<file path="config.mk">
export PLATFORM = sky130hd
export DESIGN_NAME = stopwatch_display
export DESIGN_NICKNAME = d
export VERILOG_FILES = /design/src/rtl/stopwatch_display.sv
export SDC_FILE = /design/constraint.sdc
export NUM_CORES = 1
export LEC_CHECK = 0
export BUFFER_PORTS_ARGS = -buffer_cell sky130_fd_sc_hd__buf_2
export CAP_MARGIN = 40
export CORE_UTILIZATION = 60
export CTS_BUF_LIST = sky130_fd_sc_hd__clkbuf_8 sky130_fd_sc_hd__clkbuf_16
export DETAILED_ROUTE_END_ITERATION = 10
export GPL_ROUTABILITY_DRIVEN = 0
export PLACE_DENSITY_LB_ADDON = 0.12
export SETUP_SLACK_MARGIN = 0.5
export SLEW_MARGIN = 20
export SYNTH_ARGS = -nofsm -noshare
export SYNTH_HDL_FRONTEND = slang
export SYNTH_SLANG_ARGS = --single-unit
</file>
<file path="constraint.sdc">
create_clock -name clk -period 3.8 [get_ports clk]
set_input_delay 0.38 -clock clk [delete_from_list [all_inputs] [get_ports clk]]
set_output_delay 0.38 -clock clk [all_outputs]
set_load 0.05 [all_outputs]
</file>
<file path="src/rtl/stopwatch_display.sv">
// Binary mm:ss to BCD, time-multiplexed onto a 4-digit common-anode 7-segment display,
// with adjust-mode blinking of one digit pair. Define DP_COLON_EN to light the min-ones dp.
module stopwatch_display #(
    parameter int SCAN_DIV  = 100000,
    parameter int BLINK_DIV = 25000000
) (
    input  logic       clk,
    input  logic       rst,
    input  logic [5:0] mincounter,
    input  logic [5:0] seccounter,
    input  logic       adj,
    input  logic       sel,
    output logic [7:0] seg,
    output logic [3:0] an
);

    localparam int SCAN_W  = $clog2(SCAN_DIV);
    localparam int BLINK_W = $clog2(BLINK_DIV);
    localparam logic [SCAN_W-1:0]  SCAN_LAST  = SCAN_W'(SCAN_DIV - 1);
    localparam logic [BLINK_W-1:0] BLINK_LAST = BLINK_W'(BLINK_DIV - 1);

    logic [SCAN_W-1:0]  scan_cnt;
    logic [1:0]         digit;
    logic [BLINK_W-1:0] blink_cnt;
    logic               blink_phase;
    logic [5:0]         snap_min;
    logic [5:0]         snap_sec;

    logic               scan_tc;
    logic               blink_tc;
    logic [3:0]         bcd;
    logic               blank;
    logic [3:0]         an_nxt;
    logic [7:0]         seg_nxt;

    function automatic logic [3:0] bcd_tens(input logic [5:0] v);
        return 4'(v / 6'd10);
    endfunction

    function automatic logic [3:0] bcd_ones(input logic [5:0] v);
        return 4'(v % 6'd10);
    endfunction

    // gfedcba, active-low
    function automatic logic [6:0] seg_decode(input logic [3:0] d);
        case (d)
            4'd0:    return 7'b1000000;
            4'd1:    return 7'b1111001;
            4'd2:    return 7'b0100100;
            4'd3:    return 7'b0110000;
            4'd4:    return 7'b0011001;
            4'd5:    return 7'b0010010;
            4'd6:    return 7'b0000010;
            4'd7:    return 7'b1111000;
            4'd8:    return 7'b0000000;
            4'd9:    return 7'b0010000;
            default: return 7'b1111111;
        endcase
    endfunction

    always_comb begin
        scan_tc  = (scan_cnt == SCAN_LAST);
        blink_tc = (blink_cnt == BLINK_LAST);
        an_nxt   = ~(4'b0001 << digit);
        case (digit)
            2'd0:    bcd = bcd_ones(snap_sec);
            2'd1:    bcd = bcd_tens(snap_sec);
            2'd2:    bcd = bcd_ones(snap_min);
            default: bcd = bcd_tens(snap_min);
        endcase
        // blink_phase can only be set while adj is high, so it alone gates blanking;
        // after adj drops the digits return once the cleared phase reaches the output.
        blank = blink_phase && (sel ? !digit[1] : digit[1]);
        seg_nxt[6:0] = blank ? 7'h7F : seg_decode(bcd);
`ifdef DP_COLON_EN
        seg_nxt[7] = (digit != 2'd2);
`else
        seg_nxt[7] = 1'b1;
`endif
    end

    // Scan / snapshot / blink state, then registered pin outputs
    always_ff @(posedge clk) begin
        if (rst) begin
            scan_cnt    <= '0;
            digit       <= 2'd0;
            blink_cnt   <= '0;
            blink_phase <= 1'b0;
            snap_min    <= 6'd0;
            snap_sec    <= 6'd0;
            an          <= 4'b1111;
            seg         <= 8'hFF;
        end else begin
            scan_cnt <= scan_tc ? '0 : scan_cnt + 1'b1;
            if (scan_tc) begin
                digit <= digit + 2'd1;
                // Sample inputs only at frame start so a frame never mixes two values
                if (digit == 2'd3) begin
                    snap_min <= mincounter;
                    snap_sec <= seccounter;
                end
            end
            if (!adj) begin
                blink_cnt   <= '0;
                blink_phase <= 1'b0;
            end else begin
                blink_cnt <= blink_tc ? '0 : blink_cnt + 1'b1;
                if (blink_tc)
                    blink_phase <= ~blink_phase;
            end
            an  <= an_nxt;
            seg <= seg_nxt;
        end
    end

endmodule

</file>
==> impl_metrics.env <==
export IMPL_power_leakage_nw=1.49
export IMPL_dpl_hpwl_microns=5020
export IMPL_synth_area_per_cell_sq_um=8.56
export IMPL_yosysSeqAreaShare_pct=38.4
export IMPL_grt_pass1_wl_microns=12100
export IMPL_io_pins=28
export IMPL_synth_edf_count=0
export IMPL_async_flop_share_pct=0
export IMPL_rows=27
export IMPL_die_h_microns=78.9
export IMPL_synth_flop_cell="dfxtp_1"
export IMPL_remaining_drc_errors=0
export IMPL_power_density_nw_per_um2=318
export IMPL_post_place_ws_ns=0.163
export IMPL_syn_nets=444
export IMPL_cap_violations=0
export IMPL_grt_usage_pct=25.0
export IMPL_rsz0062_at_grt="no"
export IMPL_ant_nets=0
export IMPL_yosysUniqueCellTypes=54
export IMPL_setup_viol=0
export IMPL_cts_sinks=68
export IMPL_clock_skew_final_ns=0.00968
export IMPL_routed_wl_microns=7320
export IMPL_vias=2957
export IMPL_clockBufferDepth=2
export IMPL_clk_latency_ns=0.34
export IMPL_startpoint_type="register"
export IMPL_layout_common_cells="dfxtp_1, nor2_1, nand2_1"
export IMPL_finalHoldViolations=0
export IMPL_grt_antenna_before_repair=0
export IMPL_finalSetupTns_ns=0
export IMPL_tritoncts="built"
export IMPL_ys_ff_latch=68
export IMPL_max_clock_freq_ghz=0.315
export IMPL_cp_end_kind="register"
export IMPL_synth_area_sq_um=3550
export IMPL_worstMarginPinSlew_ns=0.542
export IMPL_finish_utilization_pct=72.0
export IMPL_arrival_ns=3.40
export IMPL_syn_inst=414
export IMPL_synthTopCellsByArea="dfxtp_1, nor2_1, xor2_1"
export IMPL_finalWorstSetupSlack_ns=0.623
export IMPL_die_area_sq_um=6220
export IMPL_vias_per_cell=5.64
export IMPL_ys_warn_count=0
export IMPL_use_met3_pct=5.98
export IMPL_slew_headroom_pct=63.6
export IMPL_numCtsBuffers=9
export IMPL_status="complete, no violations"
export IMPL_first_pass_iters=4
export IMPL_period_needed_ns=3.18
export IMPL_core_area_sq_um=5610
export IMPL_fin_total_pwr_mw=1.29
export IMPL_ir_worst_vdd_mv=0.287
export IMPL_hp_class="in2reg"
export IMPL_grt_max_degree=26
export IMPL_nets=477
export IMPL_cts_clk_slew_worst_paths_ns=0.08
export IMPL_drive_gt1_share_pct=18.8
export IMPL_final_common_cell="dfxtp_1"
export IMPL_drtIter0Drc=192
export IMPL_hold_buffers=0
export IMPL_worst_path_max_fanout=7
export IMPL_grt_pass1_vias=2744
export IMPL_synth_largest_area_cell="dfxtp_1"
export IMPL_yosysTopAreaCellShare_pct=38.4
export IMPL_die_w_microns=78.9
export IMPL_clock_tree_root_cell="clkbuf_8"
export IMPL_area_growth_pct=13.8
export IMPL_top_usage_layer="met2"
export IMPL_wire_per_inst_microns=14.0
export IMPL_io_buffers=26
export IMPL_grt_met1_usage_pct=30.1
export IMPL_maxSlewViolCount=0
export IMPL_num_antenna_cells=0
export IMPL_crit_required_ns=4.02
export IMPL_critPathKind="reg2reg"
export IMPL_period_share_pct=83.6
export IMPL_use_met2_pct=42.5
export IMPL_fillers=447
export IMPL_cts_max_level=3
export IMPL_start_util_pct=63.2
export IMPL_grt_overflow_total=0
[stage by stage]
step | instance area, sq um | std cells | hold WS (ns)
finish | 4040 | 524 | 0.278
global route | 4040 | 524 | 0.275
CTS | 3930 | 518 | 0.259
detailed placement | 3720 | 501 | 0.438
global placement | 3720 | 501 | 0.432
floorplan | 3550 | 414 | 0.418
[path summary, 6_finish.rpt]
kind	startpoint	endpoint	slack [ns]	depth (start not counted)
worst min-delay path	seccounter[5]	snap_sec[5]$_SDFFE_PP0P_	0.28	3
worst min register to register	scan_cnt[0]$_SDFF_PP0_	scan_cnt[0]$_SDFF_PP0_	0.45	1
worst max register to register	digit[0]$_SDFFE_PP0P_	seg[5]$_SDFF_PP1_	0.62	14
worst max-delay path	digit[0]$_SDFFE_PP0P_	seg[5]$_SDFF_PP1_	0.62	14
[power breakdown]
part	total (mW)	switching, mW	internal (mW)
clock	0.510	0.277	0.233
combinational	0.0518	0.0363	0.0155
sequential	0.723	0.00345	0.720
[area by class of cell]
class,instances,area [sq um],area share (%)
timing repair buffer,38,233,5.77
clock buffer,9,124,3.07
inverter,17,66.3,1.64
tap,72,90.1,2.23
multi-input combinational,313,2110,52.4
sequential,68,1360,33.8
clock inverter,7,43.8,1.09
[worst max-delay path: stages (launching register included)]
cell and delay (ns):
dfxtp_2 0.34, inv_2 0.09, ha_4 0.18, mux2i_4 0.29, inv_4 0.08, ha_4 0.17
a211o_1 0.33, and4_4 0.20, or2_2 0.29, ha_1 0.22, nor2_1 0.13, nand3_1 0.09
o31a_1 0.22, nor4b_4 0.35, a21oi_1 0.08
[registers in the layout, indices dropped and copies added, names as in the netlist]
| signal | flops |
|---|---|
| blink_cnt | 25 |
| snap_min | 6 |
| digit | 2 |
| seg | 7 |
| an | 4 |
| blink_phase | 1 |
| snap_sec | 6 |
| scan_cnt | 17 |
[metal layers]
layer	up-vias	share of wire, %
met4	0	1.5
met3	14	4.0
li1	1489	-
met5	-	0
met2	68	49
met1	1386	46
[cells in the mapped netlist (4+ instances only)]
library cell,n
nand2_1,46
dfxtp_1,68
and3_1,12
nand4_1,8
xnor2_1,16
a211o_1,5
mux2_2,4
ha_1,14
nor2_1,58
clkbuf_1,9
a21oi_1,25
nor3_1,7
inv_1,16
or2_2,4
mux2i_1,9
and4_1,4
o21ai_0,9
xor2_1,24
nand3_1,21
nand2b_1,4
[cell families after synthesis]
family,Yosys count,share of synthesized area (%)
AO/OA/AOI/OAI,60,11.6
XOR/XNOR,40,9.88
adder cells (fa/ha/maj),15,5.22
buffers and inverters,33,4.23
flip-flops,68,38.4
multiplexers,16,5.50
other,1,0.106
AND/OR/NAND/NOR,181,25.1
[timing repair]
action	4_1_cts	5_1_grt
gates cloned	0	0
gates resized for setup	4	15
setup buffers	1	6
pin swaps	1	9
setup endpoints to repair	7	7
Power figures use the tool's default switching activity.
